`config.mk`:
```
export PLATFORM = sky130hd
export DESIGN_NAME = rr_arb8
export DESIGN_NICKNAME = d
export VERILOG_FILES = /design/src/rtl/arb_pkg.sv /design/src/rtl/rr_arb8_pick.sv /design/src/rtl/rr_arb8.sv
export SDC_FILE = /design/constraint.sdc
export NUM_CORES = 1
export LEC_CHECK = 0
export CORE_ASPECT_RATIO = 1.25
export CORE_MARGIN = 5
export CORE_UTILIZATION = 45
export DETAILED_ROUTE_END_ITERATION = 8
export PLACE_DENSITY = 0.72
export SYNTH_ARGS = -nofsm -noshare
export SYNTH_HDL_FRONTEND = slang
export SYNTH_SLANG_ARGS = --single-unit
```
`constraint.sdc`:
```
create_clock -name clk -period 2.1 [get_ports clk]
set_input_delay 0.63 -clock clk [delete_from_list [all_inputs] [get_ports clk]]
set_output_delay 0.63 -clock clk [all_outputs]
set_load 0.01 [all_outputs]
```
`src/rtl/arb_pkg.sv`:
```
// Shared constants and state type for the 8-way round-robin arbiter.
package arb_pkg;
  localparam int N_REQ = 8;
  localparam int IDX_W = 3;
  localparam int CNT_W = 8;

  typedef enum logic {
    IDLE  = 1'b0,
    GRANT = 1'b1
  } arb_state_t;
endpackage

```
`src/rtl/rr_arb8_pick.sv`:
```
// Combinational round-robin selector: lowest set request at or above ptr,
// wrapping to the lowest set request overall when nothing lies above ptr.
module rr_pick
  import arb_pkg::*;
(
  input  logic [N_REQ-1:0] req,
  input  logic [IDX_W-1:0] ptr,
  output logic             any,
  output logic [IDX_W-1:0] idx,
  output logic [N_REQ-1:0] onehot
);

  logic [N_REQ-1:0] masked;
  logic [N_REQ-1:0] vec;

  always_comb begin
    masked = req & ({N_REQ{1'b1}} << ptr);
    vec    = (|masked) ? masked : req;
    any    = |req;
    idx    = '0;
    // Scan downward so the lowest set bit is the one that sticks.
    for (int i = N_REQ - 1; i >= 0; i--) begin
      if (vec[i]) idx = IDX_W'(i);
    end
    onehot = any ? (N_REQ'(1) << idx) : '0;
  end

endmodule

```
`src/rtl/rr_arb8.sv`:
```
// Eight-requester round-robin arbiter with grant hold, release on done or
// request drop, and an optional hold-time limit that revokes the grant.
module rr_arb8
  import arb_pkg::*;
#(
  parameter int HOLD_MAX = 16
) (
  input  logic             clk,
  input  logic             rst_n,
  input  logic             en,
  input  logic [N_REQ-1:0] req,
  input  logic             done,
  output logic [N_REQ-1:0] gnt,
  output logic [IDX_W-1:0] gnt_idx,
  output logic             gnt_valid,
  output logic             timeout
);

  localparam logic             HOLD_EN   = (HOLD_MAX != 0);
  localparam logic [CNT_W-1:0] HOLD_LAST = HOLD_EN ? CNT_W'(HOLD_MAX - 1) : '0;

  arb_state_t       state_q, state_d;
  logic [IDX_W-1:0] ptr_q, ptr_d;
  logic [CNT_W-1:0] cnt_q, cnt_d;
  logic [N_REQ-1:0] gnt_q, gnt_d;
  logic [IDX_W-1:0] idx_q, idx_d;
  logic             tmo_q, tmo_d;

  logic             pick_any;
  logic [IDX_W-1:0] pick_idx;
  logic [N_REQ-1:0] pick_onehot;
  logic             rel_c;
  logic             hit_c;

  rr_pick u_pick (
    .req    (req),
    .ptr    (ptr_q),
    .any    (pick_any),
    .idx    (pick_idx),
    .onehot (pick_onehot)
  );

  always_comb begin
    state_d = state_q;
    ptr_d   = ptr_q;
    cnt_d   = cnt_q;
    gnt_d   = gnt_q;
    idx_d   = idx_q;
    tmo_d   = 1'b0;
    rel_c   = 1'b0;
    hit_c   = 1'b0;
    unique case (state_q)
      IDLE: begin
        if (en && pick_any) begin
          gnt_d   = pick_onehot;
          idx_d   = pick_idx;
          ptr_d   = pick_idx + IDX_W'(1);
          cnt_d   = '0;
          state_d = GRANT;
        end
      end
      GRANT: begin
        if (cnt_q != '1) cnt_d = cnt_q + CNT_W'(1);
        rel_c = done | ~req[idx_q] | ~en;
        hit_c = HOLD_EN && (cnt_q == HOLD_LAST);
        // A voluntary release on the same edge as the limit is not a timeout.
        if (rel_c || hit_c) begin
          state_d = IDLE;
          gnt_d   = '0;
          idx_d   = '0;
          tmo_d   = ~rel_c;
        end
      end
      default: state_d = IDLE;
    endcase
  end

  always_ff @(posedge clk or negedge rst_n) begin
    if (!rst_n) begin
      state_q <= IDLE;
      ptr_q   <= '0;
      cnt_q   <= '0;
      gnt_q   <= '0;
      idx_q   <= '0;
      tmo_q   <= 1'b0;
    end else begin
      state_q <= state_d;
      ptr_q   <= ptr_d;
      cnt_q   <= cnt_d;
      gnt_q   <= gnt_d;
      idx_q   <= idx_d;
      tmo_q   <= tmo_d;
    end
  end

  assign gnt       = gnt_q;
  assign gnt_idx   = idx_q;
  assign gnt_valid = |gnt_q;
  assign timeout   = tmo_q;

endmodule

```
==> results of run 1 <==
[metal layers]
metal  vias to the layer above  track usage, %  part of all wire, %
li1                        757               -                    -
met1                       777            25.6                   43
met2                        54            36.8                   52
met3                         4            3.24                  4.7
met4                         0            2.12                 0.30
met5                         -               0                    0
[state kept, by name, indices dropped and copies added, names as in the netlist]
| register | count |
|---|---|
| gnt | 8 |
| gnt_idx | 3 |
| ptr_q | 3 |
| cnt_q | 8 |
| state_q | 1 |
| timeout | 1 |
[worst register-to-register path: cells and delay by family (launching register included)]
family / cells / cell delay, ns
and+or+nand+nor: 2 / 0.29
AOI/OAI and AO/OA: 4 / 0.90
adders and majority gates: 1 / 0.16
buffers and inverters: 3 / 0.41
DFF: 1 / 0.42
[power by group]
| group | switching [uW] | total (uW) | internal (uW) |
|---|---|---|---|
| clock network | 150 | 405 | 255 |
| registers | 132 | 711 | 579 |
| logic | 818 | 1740 | 921 |
[cell families (layout without fill, tap and decap cells)]
group                      after synthesis  after routing  synth area share [%]
xor gates and xnor gates                 5              5                  2.83
muxes                                    4              4                  4.37
AOI/OAI and AO/OA                       45             45                  22.2
buffers and inverters                   13             80                  3.56
adders and majority gates                4              4                  3.24
DFF                                     24             24                  38.8
and+or+nand+nor                         76             76                  24.9
[cell type report]
| type | count | area [sq um] | share of cell area, % |
|---|---|---|---|
| Multi-Input combinational cell | 134 | 1050 | 44.2 |
| Sequential cell | 24 | 603 | 25.4 |
| Timing Repair Buffer | 69 | 578 | 24.4 |
| Tap cell | 37 | 46.3 | 1.95 |
| Clock buffer | 3 | 41.3 | 1.74 |
| Clock inverter | 1 | 30.0 | 1.27 |
| Inverter | 7 | 26.3 | 1.11 |
[cell usage after synthesis, types with 4 or more instances]
| cell | instances | area [sq um] |
|---|---|---|
| a21oi_1 | 4 | 20.0 |
| a22o_1 | 5 | 43.8 |
| buf_2 | 5 | 25.0 |
| dfrtp_1 | 24 | 601 |
| ha_1 | 4 | 50.1 |
| inv_1 | 7 | 26.3 |
| nand2_1 | 24 | 90.1 |
| nand3_1 | 5 | 25.0 |
| nor2_1 | 20 | 75.1 |
| nor2b_1 | 5 | 31.3 |
| nor4_1 | 5 | 31.3 |
| o21ai_0 | 9 | 45.0 |
| o21ai_1 | 6 | 30.0 |
[how the worst max path moves through the flow]
stage                    end  depth (start not counted)
finish                gnt[1]                         10
global route        ptr_q[2]                         12
CTS                 ptr_q[2]                         10
detailed placement  ptr_q[1]                          9
global placement    ptr_q[1]                          9
floorplan             gnt[1]                          9
[what timing repair did]
action,in CTS,in global routing
pin swaps,13,13
cloned,0,0
resized for setup,44,17
setup endpoints to repair,22,15
buffers inserted,4,6
[stage by stage]
step                power (uW)  setup TNS, ns  util [%]  instances  cell area (sq um)
floorplan                 1450          -1.46         -        171               1580
global placement          2100         -12.37      64.6        262               2100
detailed placement        2130         -12.93      64.6        262               2100
CTS                       2670          -1.65      69.8        269               2270
global route              3030          -2.04      73.0        275               2370
finish                    2850          -1.59      73.0        275               2370
==> run summary, run 1 <==
DP Wirelength = 3250 um
commonest non-fill, non-tap cells in the layout = 42 x buf_4, 23 x nand2_1, 22 x dfrtp_1
layout cell share with drive strength beyond 1 = 37.8%
CP required = 2.26 ns
root buffer cell = clkbuf_8
Top delay family on crit path = simple AND/OR/NAND/NOR gates
crit-path max cell delay = 0.42 ns
# setup viols final = 11
global-route wire length before repair = 7660 um
row cnt = 23
Post-synth EDFFs = 0
Max Fclk = 437 MHz
H-tree levels = 1
commonest non-fill, non-tap cell in the layout = buf_4
Net Count, Synth = 187
DRT Wirelength = 4650 um
CP Cell Sequence = buf_6, nor2b_4, or3_4, nor4b_4, a211oi_2, buf_4, o21ai_4, inv_2, ha_4, a22o_1
Leak = 0.00107 uW
largest net degree at the start of global routing = 25
Die Area = 4720 sq um
Avg Cell Area, Syn = 9.04 sq um
hold crit path type = reg -> reg
CP Class = in -> reg
Synth Flop Type = dfrtp_1
RD Place Congestion = 0.923
failing checks = setup timing
GRT Util Overall = 19.9%
Worst setup startpoint = req[5]
vias in the first global route = 1,561
worst-margin pin slew = 0.367 ns
Power Dens Cells = 1200 nW/um^2
Crit. End Element = flop
ant diodes = 0
hold path start = cnt_q[0]
crit-path max FO = 5
count of different cell masters after synthesis = 44
fraction of registers with async set/reset = 100%
Die Height = 75.5 um
clock latency on the worst-skew pair = 0.26 ns
max-cap viol count = 0
r2r setup slk = -0.16 ns
Mapped Cells = 171
relative slew slack = 75.4%
Fillers = 237
final net count = 255
Synth Cell Area = 1550 sq um
antenna viol nets, final = 0
final critical-path required period = 2.29 ns
skew final = 0.00469 ns
Initial Util = 47.6%
hold_buf cts = 0
core box area = 3250 sq um
Hold EP = cnt_q[0]
Num CTS Buffers = 3
fin crit share = 109%
vias = 1,592
DRT Pass-1 Iters = 4
Worst EP arrival = 2.45 ns
clock slew at reported path FFs = 0.09 ns
reg-to-reg endpoint = gnt[1]
YS warnings = 0
Place WS = -0.872 ns
flops & latches, synth = 24
GRT overflow = 0
Worst VDD drop = 0.763 mV
Sink Count = 24
# IOs = 25
worst setup margin = -0.190 ns
Die X = 62.4 um
1st-iter DRT viols = 124
unrepaired setup endpoints after global routing = true
status = complete, but fails checks
Startpoint Class = input pin
Hold WS = 0.529 ns
average wire per standard cell = 16.9 um
residual DRC count = 0
worst r2r src = ptr_q[2]
fin. max-slew vios = 0
Max clock buf depth = 2
Final Hold Fails = 0
register area share after synthesis = 38.8%
initial antenna violation count = 0
Worst R2R Path Depth = 10
port buffer count = 24
Hold Crit Depth = 1
Crit-path slowest cell = or3_4
WP buf/inv = 3
CTS tree = done
Area Growth Syn to Fin = 53.5%
vias per std cell = 5.79
(Power assumes the default switching activity.)
==> run 2: changes to the inputs <==
--- a/config.mk
+++ b/config.mk
@@ -5,11 +5,13 @@
 export SDC_FILE = /design/constraint.sdc
 export NUM_CORES = 1
 export LEC_CHECK = 0
+export CELL_PAD_IN_SITES_DETAIL_PLACEMENT = 2
+export CELL_PAD_IN_SITES_GLOBAL_PLACEMENT = 2
 export CORE_ASPECT_RATIO = 1.25
 export CORE_MARGIN = 5
-export CORE_UTILIZATION = 45
+export CORE_UTILIZATION = 35
 export DETAILED_ROUTE_END_ITERATION = 8
-export PLACE_DENSITY = 0.72
+export PLACE_DENSITY_LB_ADDON = 0.1
 export SYNTH_ARGS = -nofsm -noshare
 export SYNTH_HDL_FRONTEND = slang
 export SYNTH_SLANG_ARGS = --single-unit
==> constraint.sdc (replaced) <==
create_clock -name clk -period 2.9 [get_ports clk]
set_input_delay 0.87 -clock clk [delete_from_list [all_inputs] [get_ports clk]]
set_output_delay 0.87 -clock clk [all_outputs]
set_load 0.01 [all_outputs]
==> run 2 against run 1 <==
  * Final cell count grew 3.6%
  * First-iteration DRC count down 63%
  * Register-to-register slack better by 0.37 ns
  * The run now ends clean
==> run summary, run 2 (synthesized netlist as in run 1, its figures left out) <==
fin. max-slew vios = 0 (unchanged)
initial antenna violation count = 0 (unchanged)
Startpoint Class = input pin
root buffer cell = clkbuf_8
commonest non-fill, non-tap cell in the layout = buf_4
status = completed
layout cell share with drive strength beyond 1 = 26.9% (-11 points)
DP Wirelength = 4490 um (+38%)
vias per std cell = 5.55 (-4.1%)
Place WS = -0.462 ns (+0.410 ns)
worst setup margin = 0.0559 ns (+0.246 ns)
M3 GR Usage = 2.99% (-0.25 points)
final critical-path required period = 2.84 ns
RD Place Congestion = 0.800 (-13%)
CP Class = in -> reg
Sw Ratio = 41.9% (+3.4 points)
# setup viols final = 0 (-11)
Max Fclk = 352 MHz
port buffer count = 24 (unchanged)
fin crit share = 98.1%
Power Dens Cells = 883 nW/um^2 (-27%)
worst r2r src = ptr_q[1]
Area Growth Syn to Fin = 46.1%
DRT Pass-1 Iters = 4 (unchanged)
Final Hold Fails = 0 (unchanged)
Core Util, Final = 51.9% (-21 points)
Tot Pwr = 1990 uW (-30%)
Die Area = 5860 sq um (+24%)
sequential power share = 29.4% (+4.5 points)
CTS tree = done
1st-iter DRT viols = 46 (-63%)
M1 GR Usage = 23.0% (-2.6 points)
max-cap viol count = 0 (unchanged)
global-route wire length before repair = 9490 um (+24%)
internal power = 1160 uW (-34%)
GRT overflow = 0 (unchanged)
global-route met2 utilization = 39.1% (+2.3 points)
worst-margin pin slew = 0.730 ns (+0.363 ns)
average wire per standard cell = 23.1 um (+37%)
Worst R2R Path Depth = 8 (-2)
Max clock buf depth = 2 (unchanged)
Leak = 0.00102 uW (-4.4%)
hold path start = gnt[0]
Sink Count = 24 (unchanged)
residual DRC count = 0 (unchanged)
busiest grt layer = met2
design area = 2260 sq um (-4.8%)
Hold EP = gnt[0]
Gate power share = 55.0% (-5.9 points)
clock latency on the worst-skew pair = 0.29 ns (+0.03 ns)
ant diodes = 0 (unchanged)
# IOs = 25 (unchanged)
core box area = 4360 sq um (+34%)
hold crit path type = reg -> reg
Sw Pwr = 836 uW (-24%)
H-tree levels = 1 (unchanged)
relative slew slack = 50.8% (-25 points)
largest net degree at the start of global routing = 25 (unchanged)
row cnt = 27 (+17%)
DRT Wirelength = 6590 um (+42%)
Hold Crit Depth = 1 (unchanged)
DP Area = 2060 sq um (-1.7%)
vias = 1,582 (-0.63%)
Worst EP arrival = 3.03 ns (+0.58 ns)
antenna viol nets, final = 0 (unchanged)
final net count = 244 (-4.3%)
Die Height = 84.3 um (+12%)
reg-to-reg endpoint = gnt[4]
clock slew at reported path FFs = 0.10 ns (about the same)
commonest non-fill, non-tap cells in the layout = 34 x buf_4, 24 x nand2_1, 24 x dfrtp_1
Num CTS Buffers = 3 (unchanged)
multi-input logic area = 987 sq um (-5.8%)
Clock Power Share = 15.6% (+1.4 points)
Initial Util = 35.5% (-12 points)
Worst VDD drop = 0.399 mV (-48%)
Die X = 69.5 um (+11%)
skew final = 0.0172 ns (+0.0125 ns)
CP required = 3.08 ns (+0.82 ns)
crit-path max FO = 4 (-1)
Fillers = 457 (+93%)
Sequential Area = 601 sq um (-0.41%)
Crit. End Element = flop
vias in the first global route = 1,816 (+16%)
GRT Util Overall = 20.4% (+0.45 points)
r2r setup slk = 0.21 ns (+0.37 ns)
[run 2: cell count changes in the layout (fill, tap and decap cells not counted), moves of 3 or more]
cell             before  now
buf_6                 5    0
clkdlybuf4s50_1      15   19
buf_4                42   34
dlymetal6s2s_1        0    3
[run 2: repair_timing]
item | 4_1_cts | 5_1_grt
hold buffers | 0 | 0
resized for setup | 11 | 14
setup buffers | 0 | 3
setup endpoints to repair | 10 | 10
pin swaps | 8 | 10
[run 2: stage by stage]
stage | hold WS (ns) | std cells | setup TNS (ns)
after floorplan | 0.482 | 171 | 0
after detailed placement | 0.532 | 278 | -4.48
final | 0.557 | 285 | 0
after CTS | 0.548 | 282 | 0
after global placement | 0.512 | 278 | -2.91
after global routing | 0.589 | 285 | -0.244
[run 2: worst max path at each step]
| stage | slack, ns | endpoint | startpoint | cells past startpoint |
|---|---|---|---|---|
| 2_1_floorplan | 0.26 | gnt[1] | req[6] | 9 |
| 3_3_place_gp | -0.32 | gnt[6] | req[5] | 10 |
| 3_5_place_dp | -0.46 | gnt[5] | req[5] | 10 |
| 4_1_cts | 0.001 | gnt[7] | req[3] | 10 |
| 5_1_grt | -0.09 | ptr_q[2] | req[4] | 12 |
| 6_report | 0.06 | gnt[5] | req[4] | 11 |
[run 2: power groups by stage]
stage / registers (uW) / clock network [uW] / logic (uW)
2_1_floorplan: 512 / 0 / 513
3_3_place_gp: 557 / 0 / 896
3_5_place_dp: 574 / 0 / 950
4_1_cts: 571 / 306 / 1010
5_1_grt: 608 / 329 / 1180
6_report: 587 / 310 / 1100
[run 2: layout make-up]
class | instances | share of cell area, %
multi-input cells | 134 | 43.7
flip-flops and latches | 24 | 26.6
repair buffers | 58 | 22.2
well taps | 58 | 3.21
clock buffers | 3 | 1.83
clock inverters | 1 | 1.33
inverters | 7 | 1.16
[run 2: worst max-delay path, stage by stage]
cell and delay [ns]:
clkdlybuf4s50_1 0.48, buf_4 0.13, nor2b_1 0.14, o21ai_0 0.11, a41oi_1 0.32, a211oi_1 0.14, buf_4 0.17, o21ai_4 0.19
inv_1 0.08, ha_2 0.19, a22o_1 0.20
[run 2: layer usage]
layer,vias up,share of wire (%)
met5,-,0
met4,0,3.2
met3,15,2.0
met2,26,54
met1,808,41
li1,733,-
==> run 3: changes to the inputs <==
--- a/config.mk
+++ b/config.mk
@@ -5,11 +5,13 @@
 export SDC_FILE = /design/constraint.sdc
 export NUM_CORES = 1
 export LEC_CHECK = 0
+export CAP_MARGIN = 20
 export CELL_PAD_IN_SITES_DETAIL_PLACEMENT = 2
 export CELL_PAD_IN_SITES_GLOBAL_PLACEMENT = 2
 export CORE_ASPECT_RATIO = 1.25
 export CORE_MARGIN = 5
 export CORE_UTILIZATION = 35
+export CTS_CLUSTER_SIZE = 8
 export DETAILED_ROUTE_END_ITERATION = 8
 export PLACE_DENSITY_LB_ADDON = 0.1
 export SYNTH_ARGS = -nofsm -noshare
==> results of run 3 <==
No change in the layout: final DEF, timing and power equal those of run 2.
